### src/rtl/inst_fetch_queue.sv
// Instruction fetch queue: sequential ROM fetch, DEPTH-entry {pc,inst} buffer.
// Define FETCHQ_DELAY_SLOT_EN to keep one delay-slot entry on a redirect.
module inst_fetch_queue #(
  parameter int                DEPTH    = 4,
  parameter int                ADDR_W   = 32,
  parameter int                DATA_W   = 32,
  parameter logic [ADDR_W-1:0] RESET_PC = '0
) (
  input  logic                       clk,
  input  logic                       rst,
  output logic                       rom_ce_o,
  output logic [ADDR_W-1:0]          rom_addr_o,
  input  logic [DATA_W-1:0]          rom_data_i,
  output logic                       id_valid_o,
  output logic [ADDR_W-1:0]          id_pc_o,
  output logic [DATA_W-1:0]          id_inst_o,
  input  logic                       stall_i,
  input  logic                       redirect_i,
  input  logic [ADDR_W-1:0]          redirect_pc_i,
  output logic [$clog2(DEPTH+1)-1:0] count_o
);

  localparam int PW = $clog2(DEPTH);
  localparam int CW = $clog2(DEPTH+1);

  logic [ADDR_W-1:0] pc_q   [DEPTH];
  logic [DATA_W-1:0] inst_q [DEPTH];

  logic [PW-1:0]     head_q, head_d;
  logic [PW-1:0]     tail_q, tail_d;
  logic [CW-1:0]     count_q, count_d;
  logic [ADDR_W-1:0] fetch_pc_q, fetch_pc_d;
  logic [ADDR_W-1:0] req_pc_q;
  logic              inflight_q;

  logic              id_valid;
  logic              pop;
  logic              redir;
  logic              push;
  logic              issue;
  logic [CW:0]       occ;

  assign id_valid = (count_q != '0);
  assign pop      = id_valid && !stall_i;
  assign redir    = redirect_i && pop;
  assign occ      = {1'b0, count_q} + (CW+1)'(inflight_q);
  assign issue    = !rst && (occ < (CW+1)'(DEPTH)) && !redir;

  assign rom_ce_o   = issue;
  assign rom_addr_o = fetch_pc_q;
  assign id_valid_o = id_valid;
  assign id_pc_o    = id_valid ? pc_q[head_q]   : '0;
  assign id_inst_o  = id_valid ? inst_q[head_q] : '0;
  assign count_o    = count_q;

`ifdef FETCHQ_DELAY_SLOT_EN
  logic              ds_pending_q;
  logic [ADDR_W-1:0] tgt_q;
  logic              ds_set;
`endif

  always_comb begin
    head_d     = head_q;
    tail_d     = tail_q;
    count_d    = count_q;
    fetch_pc_d = fetch_pc_q;
    push       = 1'b0;
`ifdef FETCHQ_DELAY_SLOT_EN
    ds_set     = 1'b0;
    if (issue)
      fetch_pc_d = ds_pending_q ? tgt_q : fetch_pc_q + ADDR_W'(4);
`else
    if (issue)
      fetch_pc_d = fetch_pc_q + ADDR_W'(4);
`endif
    if (redir) begin
`ifdef FETCHQ_DELAY_SLOT_EN
      // Head pops; the slot after it (queued, arriving, or yet to fetch) stays.
      fetch_pc_d = redirect_pc_i;
      head_d     = head_q + PW'(1);
      count_d    = CW'(1);
      if (count_q >= CW'(2)) begin
        tail_d = head_q + PW'(1) + PW'(1);
      end else if (inflight_q) begin
        push   = 1'b1;
        tail_d = tail_q + PW'(1);
      end else begin
        count_d    = '0;
        ds_set     = 1'b1;
        fetch_pc_d = pc_q[head_q] + ADDR_W'(4);
      end
`else
      fetch_pc_d = redirect_pc_i;
      head_d     = '0;
      tail_d     = '0;
      count_d    = '0;
`endif
    end else begin
      push = inflight_q;
      if (push) tail_d = tail_q + PW'(1);
      if (pop)  head_d = head_q + PW'(1);
      count_d = count_q + CW'(push) - CW'(pop);
    end
  end

  always_ff @(posedge clk or posedge rst) begin
    if (rst) begin
      head_q     <= '0;
      tail_q     <= '0;
      count_q    <= '0;
      fetch_pc_q <= RESET_PC;
      req_pc_q   <= RESET_PC;
      inflight_q <= 1'b0;
    end else begin
      head_q     <= head_d;
      tail_q     <= tail_d;
      count_q    <= count_d;
      fetch_pc_q <= fetch_pc_d;
      inflight_q <= issue;
      if (issue) req_pc_q <= fetch_pc_q;
    end
  end

  always_ff @(posedge clk) begin
    if (push) begin
      pc_q[tail_q]   <= req_pc_q;
      inst_q[tail_q] <= rom_data_i;
    end
  end

`ifdef FETCHQ_DELAY_SLOT_EN
  always_ff @(posedge clk or posedge rst) begin
    if (rst) begin
      ds_pending_q <= 1'b0;
      tgt_q        <= RESET_PC;
    end else if (ds_set) begin
      ds_pending_q <= 1'b1;
      tgt_q        <= redirect_pc_i;
    end else if (issue) begin
      ds_pending_q <= 1'b0;
    end
  end
`endif

endmodule

### config.mk
export PLATFORM = sky130hd
export DESIGN_NAME = inst_fetch_queue
export DESIGN_NICKNAME = d
export VERILOG_FILES = /design/src/rtl/inst_fetch_queue.sv
export SDC_FILE = /design/constraint.sdc
export NUM_CORES = 1
export LEC_CHECK = 0
export CORE_ASPECT_RATIO = 1.1
export CORE_UTILIZATION = 32
export CTS_CLUSTER_DIAMETER = 50
export DETAILED_ROUTE_END_ITERATION = 7
export RECOVER_POWER = 25
export SETUP_SLACK_MARGIN = 0.3
export SKIP_LAST_GASP = 1
export SYNTH_ARGS = -nofsm -noshare
export SYNTH_HDL_FRONTEND = slang
export SYNTH_SLANG_ARGS = --single-unit
### constraint.sdc
create_clock -name clk -period 3.5 [get_ports clk]
set_clock_uncertainty 0.05 [all_clocks]
set_input_delay 0.7 -clock clk [delete_from_list [all_inputs] [get_ports clk]]
set_output_delay 0.7 -clock clk [all_outputs]
set_load 0.02 [all_outputs]
Word level (Yosys, flattened, before mapping):

Memories as Yosys holds them, arrays and structs flattened.
Index checks and enable logic that the tools add are counted.

* add/subtract/negate cells: 6
* $mul: 0
* divide/modulo/power cells: 0
* magnitude comparators: 1
* equal/unequal tests: 0
* shift-type cells: 0
* muxes and demuxes: 12
* bitwise gates (word level): 0
* reduce and logical (&&, ||, !) cells: 11

Operator list (count)
* $mux 32: 4
* $add 32x3->32 const B: 1
* $mux 2: 4
* $reduce_bool 2->1: 3
* $add 2x1->2 const B: 2
* $add 3x1->4: 1
* $logic_and 1x1->1: 4
* $lt 4x3->1 const B: 1
* $add 3x1->3: 1
* $logic_not 1->1: 3
* $mux 1: 3
* $mux 3: 1
* $reduce_bool 3->1: 1
* $sub 3x1->3: 1

* flip-flop bits (word level): 72
* bits in latches: 0
* RAM bits: 256
* ROM bits: 0
* memories: 2

Memories
* inst_q: words 4, bits a word 32, read ports 1, clocked after memory_dff 0, write ports 1, RTL line 27 `logic [DATA_W-1:0] inst_q [DEPTH];`
* pc_q: words 4, bits a word 32, read ports 1, clocked after memory_dff 0, write ports 1, RTL line 26 `logic [ADDR_W-1:0] pc_q [DEPTH];`

Depth between registers and ports, before layout:

* depth after elaboration: 7
* gate-level depth with buffers: 8
* depth with buffers taken out: 8

Worst setup path after synthesis:

OpenSTA, ideal clock, no wires.

* path type: reg-to-reg
* from: reg count_q[1] (netlist: count_o[1])
* to: mem inst_q[2][0] (enable)
* arrival time: 2.970 ns
* setup slack: 0.051 ns
* stages on the path, launching flop included: 6
* cell sequence: dfrtp_1 -> or3_4 -> nor2b_4 -> nand2_1 -> clkbuf_1 -> and3_1

* longest elaborated chain between the ends: 6

Ends and longest elaborated chain
* start: declaration: RTL line 31 `logic [CW-1:0] count_q, count_d;`
* start signal: assignment: RTL line 117 `count_q <= count_d;`
* $reduce_bool 3->1: RTL line 43 `assign id_valid = (count_q != '0);`
* $logic_and 1x1->1: RTL line 44 `assign pop = id_valid && !stall_i;`
* $logic_and 1x1->1: RTL line 45 `assign redir = redirect_i && pop;`
* $mux 1: RTL line 76 `if (redir) begin`
* $mux 1: RTL line 125 `if (push) begin`
* $mux 1 (implied by the code): RTL line 127 `inst_q[tail_q] <= rom_data_i;`
* end: declaration: RTL line 27

No other way between the ends.

Final worst setup path:

* from: reg head_q[0]
* to: out id_pc_o[13]

* longest elaborated chain between the ends: 2

Ends and longest elaborated chain
* start: declaration: RTL line 29 `logic [PW-1:0] head_q, head_d;`
* start signal: assignment: RTL line 108 `head_q <= '0;`
* start signal: assignment: RTL line 115 `head_q <= head_d;`
* $mem_v2 4x32
* $mux 32: RTL line 52 `assign id_pc_o = id_valid ? pc_q[head_q] : '0;`
* end: declaration: RTL line 15 `output logic [ADDR_W-1:0] id_pc_o,`

No other way between the ends.

==> metrics.md <==
| Metric | Value |
|---|---|
| Pre-antenna DRT Iters | `4` |
| Crit-path cells | `buf_4 > clkbuf_16 > mux4_2 > and2_1 > dlygate4sd2_1` |
| Area delta synth->final | `30.24%` |
| Period utilisation layout | `89.75%` |
| PD cells | `902.8 nW/um2` |
| Root Buffer | `clkbuf_16` |
| Setup TNS | `0 ns` |
| Worst EP arrival | `2.39 ns` |
| Synth Cell Area | `13370 um2` |
| Worst slack, placed | `0.2412 ns` |
| Final ANT Viol Nets | `0` |
| CP startpoint kind | `flip-flop` |
| Crit path kind | `reg -> out` |
| Layout cell share with drive strength beyond 1 | `21.78%` |
| Final Hold Vio Count | `0` |
| Slew HR | `44.87%` |
| Top FF cell, synth | `edfxtp_1` |
| HPWL Detailed | `19.74 mm` |
| Port bufs | `168` |
| Yosys warns | `0` |
| DR WL/cell | `20.08 um` |
| CP required | `2.75 ns` |
| CP max-delay cell | `dfrtp_4` |
| TritonCTS clock tree | `yes` |
| Vias | `7178` |
| Drt first-iter violations | `490` |
| H-tree depth | `2` |
| RePlAce Congestion | `0.7379` |
| Antenna violations before repair | `1` |
| Sink Count | `328` |
| Synth top cells by count | `256 x edfxtp_1, 72 x dfrtp_1, 65 x and2_1` |
| Most common cell in the netlist | `edfxtp_1` |
| Worst vdd ir | `0.3212 mV` |
| Tmin final | `3.141 ns` |
| Hold Slack | `0.4584 ns` |
| CTS Buf Count | `39` |
| Final WS setup | `0.3586 ns` |
| Reg clk slew, reported paths | `0.06 ns` |
| Least-Margin Pin Slew | `0.8225 ns` |
| Total Routing Usage GR | `14.66%` |
| DRC viols | `0` |
| CTS Hold Buffers Added | `0` |
| Register area share after synthesis | `70.99%` |
| Die area | `42590 um2` |
| Leakage | `6.393 nW` |
| Largest net degree at the start of global routing | `45` |
| CORE AREA | `41180 um2` |
| IO Count | `169` |
| Vias in the first global route | `7459` |
| Number of fillers in the final layout | `3733` |
| Max clock buf depth | `3` |
| Critical path's largest stage delay | `0.49 ns` |
| Max Cap Violations | `0` |
| Number of flops mapped to enable cells by yosys | `256` |
| Largest cells by area after synthesis | `edfxtp_1 58%, dfrtp_1 13%, mux4_2 11%, mux2_4 3.3%, and2_1 3.0%` |
| Hold Crit Class | `reg -> reg` |
| Final Util | `42.27%` |
| Final Setup Violations | `0` |
| Fmax | `0.3183 GHz` |
| WL final | `31.07 mm` |
| Clk_lat worst skew | `0.52 ns` |
| RSZ-0062 raised after global routing | `yes` |
| Row count | `78` |
| Worst Path Max Fanout | `10` |
| Tot Pwr | `15.72 mW` |
| Syn Inst Count | `742` |
| Nets | `1034` |
| Starting Density | `32.46%` |
| Synth area leader | `edfxtp_1` |
| Crit end category | `output port` |
| DIE HEIGHT | `216.4 um` |
| First-pass GRT wire length | `46.71 mm` |
| Area fraction of the dominant cell type after synthesis | `57.51%` |
| Synth cell types | `48` |
| Vias per cell | `4.640` |
| FF+latch count, synth | `328` |
| Synth async-reset ratio | `21.95%` |
| Syn nets | `818` |
| Die width | `196.9 um` |
| Post-Syn Area per Cell | `18.01 um2` |
| Ant. Diodes | `0` |
| Total grt overflow | `0` |
| Run status | `complete, no violations` |
| Pins Over Slew Limit | `0` |
metrics by stage:
step | cell area [um2] | std cells
after floorplan | 13370 | 742
after global placement | 15840 | 1458
after detailed placement | 15840 | 1458
after CTS | 17190 | 1533
after global routing | 17410 | 1547
final | 17410 | 1547
repair_timing:
item | 4_1_cts | 5_1_grt
setup endpoints to repair | 65 | 31
setup buffers | 4 | 12
pin swaps | 2 | 0
gates resized for setup | 39 | 32
gates cloned | 1 | 2
cells by family (layout without fill, tap and decap cells):
family                   count (synthesis)  count (layout)  synth area share [%]
buffers and inverters                   43             288                 1.722
flip-flops                             328             328                 70.99
AO/OA/AOI/OAI                           39              39                 1.741
XOR/XNOR                                31              31                 2.031
multiplexers                            98              98                 14.44
AND/OR/NAND/NOR                        195             195                 8.266
adder cells (fa/ha/maj)                  8               8                0.8050
routing by layer:
layer | vias up | routed length [um] | global-route usage [%]
li1 | 3296 | - | -
met2 | 203 | 15130 | 24.13
met1 | 3630 | 13800 | 19.42
met4 | 2 | 563 | 4.264
met3 | 47 | 1561 | 3.206
met5 | - | 13 | 0
power by group:
part	leakage [nW]	internal, mW	switching, mW
Clock	0.622	2.47	1.61
Combinational	2.59	2.82	2.86
Sequential	3.19	5.20	0.758
Total	6.39	10.5	5.23
cell usage in the layout (no fill, tap or decap), types with 4 or more instances in the layout:
master           instances
nand4_1                  8
nor3_1                   8
buf_4                   31
and3_1                   8
buf_12                   5
a21oi_1                  9
dlygate4sd2_1           34
clkinvlp_4               6
and2_1                  65
and3_4                   4
ha_1                     7
xor2_1                   8
clkbuf_16               43
dfrtp_1                 70
edfxtp_1               256
nand2_1                 43
dlygate4sd3_1           13
inv_6                    4
nand3_1                 13
nor4_1                  10
clkbuf_1                 6
dlymetal6s2s_1          31
bufinv_16                4
clkdlybuf4s50_1         90
inv_1                    6
mux4_2                  64
nor2_1                  20
o21ai_0                 20
xnor2_1                 23
mux2_4                  29
critical path: cells and delay by family (launching register included):
| family | cells | cell delay (ns) |
|---|---|---|
| flip-flops | 1 | 0.49 |
| AND/OR/NAND/NOR | 1 | 0.21 |
| multiplexers | 1 | 0.49 |
| buffers and inverters | 3 | 0.67 |
path summary, 6_finish.rpt:
kind / start / end / slack [ns] / depth (start not counted)
max: head_q[0] / id_pc_o[13] / 0.36 / 5
min: rom_addr_o[0] / rom_addr_o[0] / 0.46 / 2
max reg2reg: count_o[1] / inst_q[2][26] / 0.81 / 5
min reg2reg: rom_addr_o[0] / rom_addr_o[0] / 0.46 / 2
max in group asynchronous: rst / req_pc_q[27] / 1.67 / 3
min in group asynchronous: rst / req_pc_q[9] / 0.80 / 2
final cells by class:
cell class / instances / area, um2 / area share (%)
Sequential cell: 328 / 9497 / 54.55
Multi-Input combinational cell: 371 / 3667 / 21.07
Timing Repair Buffer: 211 / 2208 / 12.69
Clock buffer: 47 / 1049 / 6.023
Tap cell: 560 / 700.7 / 4.025
Clock inverter: 23 / 260.3 / 1.495
Inverter: 7 / 27.53 / 0.1581
registers in the layout, indices dropped and copies added (netlist names):
name,count
inst_q,128
pc_q,128
rom_addr_o,32
inflight_q,1
req_pc_q,32
head_q,2
count_o,3
tail_q,2
No activity file was read; power rests on OpenSTA's default activity.
